### src/rtl/vga_timing_pkg.sv
// Shared constants and types for the VGA raster timing block.
// Holds the 640x480@60 defaults, counter width and FSM state enum.
package vga_timing_pkg;

  localparam int unsigned CNT_W = 11;
  localparam int unsigned MAX_TOTAL = 2048;

  localparam int unsigned DEF_H_VISIBLE = 640;
  localparam int unsigned DEF_H_FRONT_PORCH = 16;
  localparam int unsigned DEF_H_SYNC_PULSE = 96;
  localparam int unsigned DEF_H_BACK_PORCH = 48;

  localparam int unsigned DEF_V_VISIBLE = 480;
  localparam int unsigned DEF_V_FRONT_PORCH = 10;
  localparam int unsigned DEF_V_SYNC_PULSE = 2;
  localparam int unsigned DEF_V_BACK_PORCH = 33;

  typedef enum logic [1:0] {
    IDLE  = 2'd0,
    RUN   = 2'd1,
    DRAIN = 2'd2
  } state_t;

endpackage

### src/rtl/vga_axis_counter.sv
// One raster axis: wrapping counter with carry-in/carry-out and sync/visible decode.
// Ports: clk, rst (sync, active low), clr (hold at 0), inc (carry-in),
//   cnt (position), co (carry-out, combinational), sync_n (registered,
//   active low, decoded from the next count), vis_nxt (next count is visible).
module vga_axis_counter
  import vga_timing_pkg::*;
#(
  parameter int unsigned TOTAL = 800,
  parameter int unsigned VIS = 640,
  parameter int unsigned SYNC_LO = 656,
  parameter int unsigned SYNC_HI = 752
) (
  input  logic             clk,
  input  logic             rst,
  input  logic             clr,
  input  logic             inc,
  output logic [CNT_W-1:0] cnt,
  output logic             co,
  output logic             sync_n,
  output logic             vis_nxt
);

  localparam logic [CNT_W-1:0] LAST = CNT_W'(TOTAL - 1);
  localparam logic [CNT_W-1:0] VIS_C = CNT_W'(VIS);
  localparam logic [CNT_W-1:0] SLO_C = CNT_W'(SYNC_LO);
  localparam logic [CNT_W-1:0] SHI_C = CNT_W'(SYNC_HI);

  logic [CNT_W-1:0] nxt;
  logic             sync_nxt;

  always_comb begin
    co = inc && (cnt == LAST);
    nxt = cnt;
    if (clr) begin
      nxt = '0;
    end else if (co) begin
      nxt = '0;
    end else if (inc) begin
      nxt = cnt + CNT_W'(1);
    end
    // Decoding the next value keeps sync aligned with the count it describes.
    sync_nxt = !((nxt >= SLO_C) && (nxt < SHI_C));
    vis_nxt = nxt < VIS_C;
  end

  always_ff @(posedge clk) begin
    if (!rst) begin
      cnt <= '0;
      sync_n <= 1'b1;
    end else begin
      cnt <= nxt;
      sync_n <= sync_nxt;
    end
  end

endmodule

### src/rtl/vga_timing_controller.sv
// VGA raster sequencer: H/V counters, active-low HS/VS, DE, start/stop FSM.
// Ports: clk, rst (sync, active low), en (pixel strobe), start, stop,
//   HCNT, VCNT, HS, VS, DE, frame_start, busy. All outputs registered.
// Option VGA_LINE_IRQ_EN adds irq_line, irq_ack and the sticky line_irq.
module vga_timing_controller
  import vga_timing_pkg::*;
#(
  parameter int unsigned H_VISIBLE = DEF_H_VISIBLE,
  parameter int unsigned H_FRONT_PORCH = DEF_H_FRONT_PORCH,
  parameter int unsigned H_SYNC_PULSE = DEF_H_SYNC_PULSE,
  parameter int unsigned H_BACK_PORCH = DEF_H_BACK_PORCH,
  parameter int unsigned V_VISIBLE = DEF_V_VISIBLE,
  parameter int unsigned V_FRONT_PORCH = DEF_V_FRONT_PORCH,
  parameter int unsigned V_SYNC_PULSE = DEF_V_SYNC_PULSE,
  parameter int unsigned V_BACK_PORCH = DEF_V_BACK_PORCH
) (
  input  logic             clk,
  input  logic             rst,
  input  logic             en,
  input  logic             start,
  input  logic             stop,
`ifdef VGA_LINE_IRQ_EN
  input  logic [CNT_W-1:0] irq_line,
  input  logic             irq_ack,
  output logic             line_irq,
`endif
  output logic [CNT_W-1:0] HCNT,
  output logic [CNT_W-1:0] VCNT,
  output logic             HS,
  output logic             VS,
  output logic             DE,
  output logic             frame_start,
  output logic             busy
);

  localparam int unsigned H_TOTAL =
    H_VISIBLE + H_FRONT_PORCH + H_SYNC_PULSE + H_BACK_PORCH;
  localparam int unsigned V_TOTAL =
    V_VISIBLE + V_FRONT_PORCH + V_SYNC_PULSE + V_BACK_PORCH;

  if (H_TOTAL > MAX_TOTAL || V_TOTAL > MAX_TOTAL) begin : g_bad_total
    $error("vga_timing_controller: H_TOTAL/V_TOTAL exceed 2048");
  end

  state_t state;
  state_t state_nxt;

  logic adv;
  logic clr;
  logic h_co;
  logic v_co;
  logic h_vis;
  logic v_vis;
  logic fs_nxt;

  assign adv = en && (state != IDLE);
  assign clr = state == IDLE;

  vga_axis_counter #(
    .TOTAL   (H_TOTAL),
    .VIS     (H_VISIBLE),
    .SYNC_LO (H_VISIBLE + H_FRONT_PORCH),
    .SYNC_HI (H_VISIBLE + H_FRONT_PORCH + H_SYNC_PULSE)
  ) u_h (
    .clk     (clk),
    .rst     (rst),
    .clr     (clr),
    .inc     (adv),
    .cnt     (HCNT),
    .co      (h_co),
    .sync_n  (HS),
    .vis_nxt (h_vis)
  );

  vga_axis_counter #(
    .TOTAL   (V_TOTAL),
    .VIS     (V_VISIBLE),
    .SYNC_LO (V_VISIBLE + V_FRONT_PORCH),
    .SYNC_HI (V_VISIBLE + V_FRONT_PORCH + V_SYNC_PULSE)
  ) u_v (
    .clk     (clk),
    .rst     (rst),
    .clr     (clr),
    .inc     (h_co),
    .cnt     (VCNT),
    .co      (v_co),
    .sync_n  (VS),
    .vis_nxt (v_vis)
  );

  // v_co marks the last pixel of the frame being consumed by a strobe.
  always_comb begin
    state_nxt = state;
    case (state)
      IDLE: begin
        if (start) state_nxt = RUN;
      end
      RUN: begin
        if (stop) state_nxt = DRAIN;
      end
      DRAIN: begin
        if (start && !stop) begin
          state_nxt = RUN;
        end else if (v_co) begin
          state_nxt = IDLE;
        end
      end
      default: state_nxt = IDLE;
    endcase
    // A new frame begins on leaving IDLE or on a wrap that keeps scanning.
    fs_nxt = ((state == IDLE) && (state_nxt == RUN)) ||
             (v_co && (state_nxt != IDLE));
  end

  always_ff @(posedge clk) begin
    if (!rst) begin
      state <= IDLE;
      busy <= 1'b0;
      DE <= 1'b0;
      frame_start <= 1'b0;
    end else begin
      state <= state_nxt;
      busy <= state_nxt != IDLE;
      DE <= (state_nxt != IDLE) && h_vis && v_vis;
      frame_start <= fs_nxt;
    end
  end

`ifdef VGA_LINE_IRQ_EN
  localparam logic [CNT_W-1:0] V_LAST = CNT_W'(V_TOTAL - 1);

  logic [CNT_W-1:0] v_after;
  logic             irq_set;

  assign v_after = (VCNT == V_LAST) ? '0 : VCNT + CNT_W'(1);
  assign irq_set = h_co && (v_after == irq_line);

  always_ff @(posedge clk) begin
    if (!rst) begin
      line_irq <= 1'b0;
    end else if (state_nxt == IDLE) begin
      line_irq <= 1'b0;
    end else if (irq_set) begin
      line_irq <= 1'b1;
    end else if (irq_ack) begin
      line_irq <= 1'b0;
    end
  end
`endif

endmodule

### config.mk
export PLATFORM = sky130hd
export DESIGN_NAME = vga_timing_controller
export DESIGN_NICKNAME = d
export VERILOG_FILES = /design/src/rtl/vga_timing_pkg.sv /design/src/rtl/vga_axis_counter.sv /design/src/rtl/vga_timing_controller.sv
export SDC_FILE = /design/constraint.sdc
export NUM_CORES = 1
export LEC_CHECK = 0
export ABC_AREA = 1
export BUFFER_PORTS_ARGS = -buffer_cell sky130_fd_sc_hd__buf_2
export CAP_MARGIN = 20
export CORE_ASPECT_RATIO = 1.25
export CORE_MARGIN = 2
export CORE_UTILIZATION = 44
export CTS_BUF_LIST = sky130_fd_sc_hd__clkbuf_16
export DETAILED_ROUTE_END_ITERATION = 10
export PLACE_DENSITY = 0.68
export SYNTH_ARGS = -nofsm -noshare
export SYNTH_HDL_FRONTEND = slang
export SYNTH_SLANG_ARGS = --single-unit
### constraint.sdc
create_clock -name clk -period 1.7 [get_ports clk]
set_input_delay 0.085 -clock clk [delete_from_list [all_inputs] [get_ports clk]]
set_output_delay 0.085 -clock clk [all_outputs]
set_load 0.005 [all_outputs]
==> flow_metrics.py, run 1 <==
metrics = {
    "detailed_routing": {
        "drt_first_pass_iters": 4,
        "via_count": 1821,
        "drc_errors": 0,
        "wirelength_mm": 4.42,
        "routed_via_density": 4.90,
        "wire_per_inst_um": 11.9,
        "initialDrtViolationCount": 70,
        "antenna_left": 0,
    },
    "setup_path": {
        "cp.arrival_ns": 1.80,
        "crit_fanout": 3,
        "worstReg2RegEnd": "DE",
        "cp_data_required_time_ns": 1.87,
        "r2r_setup_slack_ns": 0.07,
        "critPathLaunchType": "flop",
        "cp-end-kind": "flop",
        "r2r_start": "u_h.cnt[1]",
        "crit_type": "reg2reg",
        "rr_worst_depth": 9,
    },
    "hold_path": {
        "hp-class": "in2reg",
        "hold_end": "u_h.cnt[0]",
        "min_from": "en",
        "whs_path_depth": 3,
    },
    "finish": {
        "fin_util_pct": 61.6,
        "fin_area_um2": 2310,
        "final_common_cell": "nand2_1",
        "syn2layout_area_growth_pct": 34.7,
        "layout-drive-gt1-share_pct": 28.9,
        "antenna_cells_inserted": 0,
        "layout_common_cells": "83 x nand2_1, 42 x nor2_1, 32 x inv_1, 31 x buf_2",
        "nets": 339,
    },
    "global_routing": {
        "grt_use_total_pct": 21.4,
        "grt_overflow": 0,
        "grt_pass1_wl_mm": 7.09,
        "grt_pass1_vias": 1638,
        "grt_max_degree": 12,
        "grt_antenna_before_repair": 0,
    },
    "synth": {
        "yosysSeqAreaShare_pct": 33.8,
        "ys_ff_latch": 29,
        "postSynthCellCount": 273,
        "syn-num-nets": 281,
        "synth_area_per_cell_um2": 6.29,
        "ys_types": 25,
        "yosysWarnings": 0,
        "syn_area_um2": 1720,
    },
    "floorplanning": {
        "top_level_ports": 32,
        "placeableCoreArea_um2": 3750,
        "die_w_um": 59.9,
        "start_util_pct": 45.8,
        "die_area_um2": 4420,
        "rows": 25,
        "die_h_um": 73.9,
    },
    "pwr": {
        "power.internal_w": 0.00128,
        "leakage_nw": 1.06,
        "switching_share_pct": 23.2,
        "p_seq_share_pct": 42.2,
        "power_switching_w": 0.000385,
        "pwr-share-clk_pct": 50.5,
        "comb_power_share_pct": 7.3,
        "ir_drop_mv": 0.710,
        "power_density_nw_per_um2": 719,
    },
    "placement": {
        "port_buffers": 31,
        "routabilityCongestion": 0.907,
        "dpl_cell_area_um2": 2050,
        "hpwlAfterDp_mm": 3.40,
        "dp_slack_ns": 0.00203,
    },
    "sta": {
        "rsz0062_at_grt": "yes",
        "slew_violations": 0,
        "worst_slew_pin_slew_ns": 0.373,
        "period_share_pct": 95.9,
        "fin_worst_skew_ns": 0.00445,
        "max_slew_margin_pct": 75.1,
        "fmax_mhz": 613,
        "hold_violations": 0,
        "finalWorstSetupSlack_ns": 0.0695,
        "min_period_ns": 1.63,
        "setup_viol_count_final": 0,
    },
    "flow_run": {
        "drv_cap": 0,
    },
    "clocking": {
        "cts_inserted_buffers": 5,
        "clock_path_buffers": 2,
        "cts_tree": "done",
        "h-tree-depth": 2,
        "clk_pin_slew_ns": 0.05,
        "cts_sinks": 29,
        "cts_root_buf": "clkbuf_16",
        "clk_latency_ns": 0.28,
    },
    "outcome": {
        "status": "finished clean",
    },
}
## power groups by stage
stage	Clock, W	Combinational, W	Sequential, W
floorplan	0	0.0000592	0.000715
global placement	0	0.000114	0.000713
detailed placement	0	0.000115	0.000712
CTS	0.000857	0.000116	0.000699
global route	0.000886	0.000135	0.000702
finish	0.000840	0.000122	0.000701
## worst max-delay path by stage
stage               slack (ns)         end  startpoint
floorplan                 0.09  u_v.sync_n  u_h.cnt[0]
global placement         0.005  u_v.sync_n  u_h.cnt[0]
detailed placement       0.002  u_v.sync_n  u_h.cnt[1]
CTS                       0.03  u_v.sync_n  u_h.cnt[1]
global route             -0.07          DE  u_h.cnt[1]
finish                    0.07          DE  u_h.cnt[1]
## Yosys cell counts, drive strengths merged
master	number	area share, %
a31oi	1	0.36
nor3	4	1.5
nor2	54	14
buf	2	0.95
nand3b	1	0.44
nand3	24	7.6
inv	34	7.4
xor2	6	3.1
or2	1	0.36
nand4	10	3.6
a21oi	8	2.5
clkbuf	1	0.22
dfxtp	29	34
xnor2	2	1.0
ha	3	2.2
o21ai	3	0.87
nand2	89	20
and2	1	0.36
## repair_timing
| action | 4_1_cts | 5_1_grt |
|---|---|---|
| buffers inserted | 2 | 2 |
| pin swaps | 3 | 4 |
| gates resized for setup | 5 | 21 |
| hold buffers | 0 | 0 |
| endpoints found under the setup margin | 1 | 13 |
| cloned | 0 | 0 |
## cells by family (layout without fill, tap and decap cells)
family	count (synthesis)	after routing	share of synthesized area [%]
AND/OR/NAND/NOR	184	184	47.6
buffers and inverters	37	96	8.59
flip-flops	29	29	33.8
AO/OA/AOI/OAI	12	12	3.79
XOR/XNOR	8	8	4.08
adder cells (fa/ha/maj)	3	3	2.19
## registers in the layout, summed over array words and instances (netlist names)
signal       cells
u_v.sync_n       1
DE               1
state            2
busy             1
frame_start      1
u_h.cnt         11
u_h.sync_n       1
u_v.cnt         11
## stage by stage
stage          hold slack (ns)  instances  setup TNS (ns)  total power [W]
2_1_floorplan            0.228        273               0         0.000774
5_1_grt                  0.115        372          -0.130          0.00172
4_1_cts                 0.0794        370               0          0.00167
6_report                0.0988        372               0          0.00166
3_3_place_gp             0.373        360               0         0.000826
3_5_place_dp             0.376        360               0         0.000827
## worst max-delay path, stage by stage, from the launching register on
cell,delay [ns]
dfxtp_2,0.35
ha_4,0.16
nand4_1,0.24
nor2_4,0.20
nand2_1,0.09
or2_0,0.20
nand2_1,0.07
nor2_1,0.05
nor2_1,0.11
nor3_2,0.06
## metal layers
metal | track usage [%] | vias up | part of all wire (%)
met5 | 0 | - | 0
met4 | 10.6 | 0 | 2.5
met3 | 4.23 | 11 | 3.3
met2 | 37.0 | 37 | 52
met1 | 24.4 | 800 | 42
li1 | - | 973 | -
## area by class of cell
class                   instances  area [um^2]
clock buffers                   5          125
clock inverters                 3         17.5
fillers                       359         1440
inverters                      34          128
multi-input cells             207         1080
flip-flops and latches         29          588
well taps                      40         50.0
repair buffers                 54          328
No activity file was read; power rests on OpenSTA's default activity.
==> run 2: changes to the inputs <==
==> constraint.sdc (replaced) <==
create_clock -name clk -period 1.7 [get_ports clk]
set_input_delay 0.085 -clock clk [delete_from_list [all_inputs] [get_ports clk]]
set_output_delay 0.085 -clock clk [all_outputs]
set_load 0.05 [all_outputs]
==> flow_metrics.py, run 2 (synthesis results as in run 1) <==
metrics = {
    "sta": {
        "hold_violations": 0,
        "setup_viol_count_final": 0,
        "fmax_mhz": 603,
        "min_period_ns": 1.66,
        "tns_ns": 0,
        "finalWorstSetupSlack_ns": 0.0418,
        "worst_slew_pin_slew_ns": 0.323,
        "max_slew_margin_pct": 78.4,
        "rsz0062_at_grt": "yes",
        "fin_worst_skew_ns": 0.00263,
        "slew_violations": 0,
        "period_share_pct": 97.5,
    },
    "pwr": {
        "comb_power_share_pct": 9.3,
        "power_density_nw_per_um2": 713,
        "ir_drop_mv": 0.476,
        "leakage_nw": 1.06,
        "power_switching_w": 0.000429,
        "pwr-share-clk_pct": 49.9,
        "finalPower_w": 0.00171,
        "power.internal_w": 0.00128,
        "p_seq_share_pct": 40.7,
        "switching_share_pct": 25.2,
    },
    "outcome": {
        "status": "finished clean",
    },
    "setup_path": {
        "crit_fanout": 4,
        "r2r_start": "u_h.cnt[1]",
        "critPathLaunchType": "flop",
        "r2r_setup_slack_ns": 0.04,
        "cpLargestDelayFamily": "simple AND/OR/NAND/NOR gates",
        "slowest_stage": "dfxtp_4",
        "rr_worst_depth": 12,
        "cp.arrival_ns": 1.83,
        "max_stage_delay_ns": 0.36,
        "worstPathCellList": "ha_4 -> nand3_4 -> nor2_4 -> buf_4 -> buf_4 -> nand4_1 -> nand2_1 -> nand2_1 -> inv_1 -> nand3_1 -> nor2_2 -> nor3_2",
        "path_buf_inv": 3,
        "worstReg2RegEnd": "DE",
        "cp_data_required_time_ns": 1.87,
        "cp-end-kind": "flop",
        "crit_type": "reg2reg",
    },
    "detailed_routing": {
        "routed_via_density": 5.08,
        "via_count": 1910,
        "wirelength_mm": 4.62,
        "drc_errors": 0,
        "initialDrtViolationCount": 102,
        "wire_per_inst_um": 12.3,
        "antenna_left": 0,
        "drt_first_pass_iters": 4,
    },
    "finish": {
        "fin_util_pct": 63.7,
        "reg_top3": "u_h.cnt: 11 flops, u_v.cnt: 11 flops, state: 2 flops",
        "antenna_cells_inserted": 0,
        "syn2layout_area_growth_pct": 39.2,
        "final_cells": 376,
        "fill_cells": 360,
        "multiInputGateArea_um2": 1090,
        "layout_common_cells": "82 x nand2_1, 40 x nor2_1, 31 x inv_1, 31 x buf_2, 26 x buf_4",
        "layout-drive-gt1-share_pct": 33.9,
        "seq_area_um2": 614,
        "final_common_cell": "nand2_1",
        "nets": 343,
    },
    "clocking": {
        "cts_tree": "done",
        "h-tree-depth": 2,
        "clk_pin_slew_ns": 0.05,
        "clock_path_buffers": 2,
        "cts_inserted_buffers": 5,
        "hold_buffers": 0,
        "cts_root_buf": "clkbuf_16",
        "clk_latency_ns": 0.28,
        "cts_sinks": 29,
    },
    "floorplanning": {
        "rows": 25,
        "placeableCoreArea_um2": 3750,
        "die_h_um": 73.9,
        "die_w_um": 59.9,
        "start_util_pct": 45.8,
        "top_level_ports": 32,
        "die_area_um2": 4420,
    },
    "placement": {
        "routabilityCongestion": 0.949,
        "post-place-cells": 356,
        "port_buffers": 31,
        "dp_slack_ns": -0.0577,
        "hpwlAfterDp_mm": 3.39,
    },
    "global_routing": {
        "grt_pass1_vias": 1715,
        "grt_overflow": 0,
        "grt_pass1_wl_mm": 7.22,
        "grt_antenna_before_repair": 0,
        "grt_max_degree": 11,
        "grt_use_total_pct": 21.7,
    },
    "hold_path": {
        "hold_end": "u_h.cnt[0]",
        "min_from": "en",
        "hp-class": "in2reg",
        "whs_path_depth": 3,
    },
    "flow_run": {
        "drv_cap": 0,
    },
}
==> run 2: cell count changes in the layout (fill, tap and decap cells not counted), moves of 3 or more <==
cell     delta
dfxtp_1     -9
dfxtp_4     +6
buf_4       +3
dfxtp_2     +3
nand2_2     +3
==> run 2: power groups by stage <==
stage	clock [W]	combinational, W	sequential (W)
3_3_place_gp	0	0.000146	0.000708
4_1_cts	0.000861	0.000151	0.000695
5_1_grt	0.000887	0.000173	0.000696
3_5_place_dp	0	0.000147	0.000708
6_report	0.000852	0.000159	0.000695
2_1_floorplan	0	0.0000591	0.000742
==> run 2: worst max path at each step <==
stage	cells past startpoint	slack, ns	end	from
2_1_floorplan	11	-0.007	u_v.sync_n	u_h.cnt[7]
3_3_place_gp	12	-0.04	u_v.sync_n	state[1]
3_5_place_dp	12	-0.06	u_v.sync_n	state[1]
4_1_cts	12	-0.008	u_v.sync_n	u_h.cnt[1]
5_1_grt	12	-0.09	DE	u_h.cnt[1]
6_report	12	0.04	DE	u_h.cnt[1]
==> run 2: worst register-to-register path, stage by stage, from the launching register on <==
cell     delay, ns
dfxtp_4       0.36
ha_4          0.15
nand3_4       0.10
nor2_4        0.12
buf_4         0.11
buf_4         0.09
nand4_1       0.07
nand2_1       0.08
nand2_1       0.09
inv_1         0.09
nand3_1       0.11
nor2_2        0.14
nor3_2        0.05
==> run 2: timing repair <==
item,4_1_cts,5_1_grt
hold endpoints to repair,0,0
pin swaps,4,14
setup endpoints to repair,2,11
resized for setup,6,25
buffers inserted,5,7
==> run 2: stage by stage <==
| step | hold WS (ns) | instance area [um^2] |
|---|---|---|
| 2_1_floorplan | 0.218 | 1740 |
| 3_3_place_gp | 0.363 | 2040 |
| 3_5_place_dp | 0.377 | 2040 |
| 4_1_cts | 0.0917 | 2250 |
| 5_1_grt | 0.109 | 2390 |
| 6_report | 0.0844 | 2390 |
==> run 2: final cells by class <==
| cell class | instances | share of cell area [%] |
|---|---|---|
| clock inverter | 3 | 0.733 |
| sequential | 29 | 25.7 |
| timing repair buffer | 58 | 15.1 |
| inverter | 34 | 5.34 |
| clock buffer | 5 | 5.23 |
| tap | 40 | 2.09 |
| multi-input combinational | 207 | 45.8 |
==> run 2: metal layers <==
metal | GRT usage [%] | up-vias | part of all wire [%]
li1 | - | 982 | -
met1 | 23.4 | 870 | 41
met2 | 39.9 | 50 | 53
met3 | 4.58 | 8 | 4.1
met4 | 9.14 | 0 | 1.9
met5 | 0 | - | 0
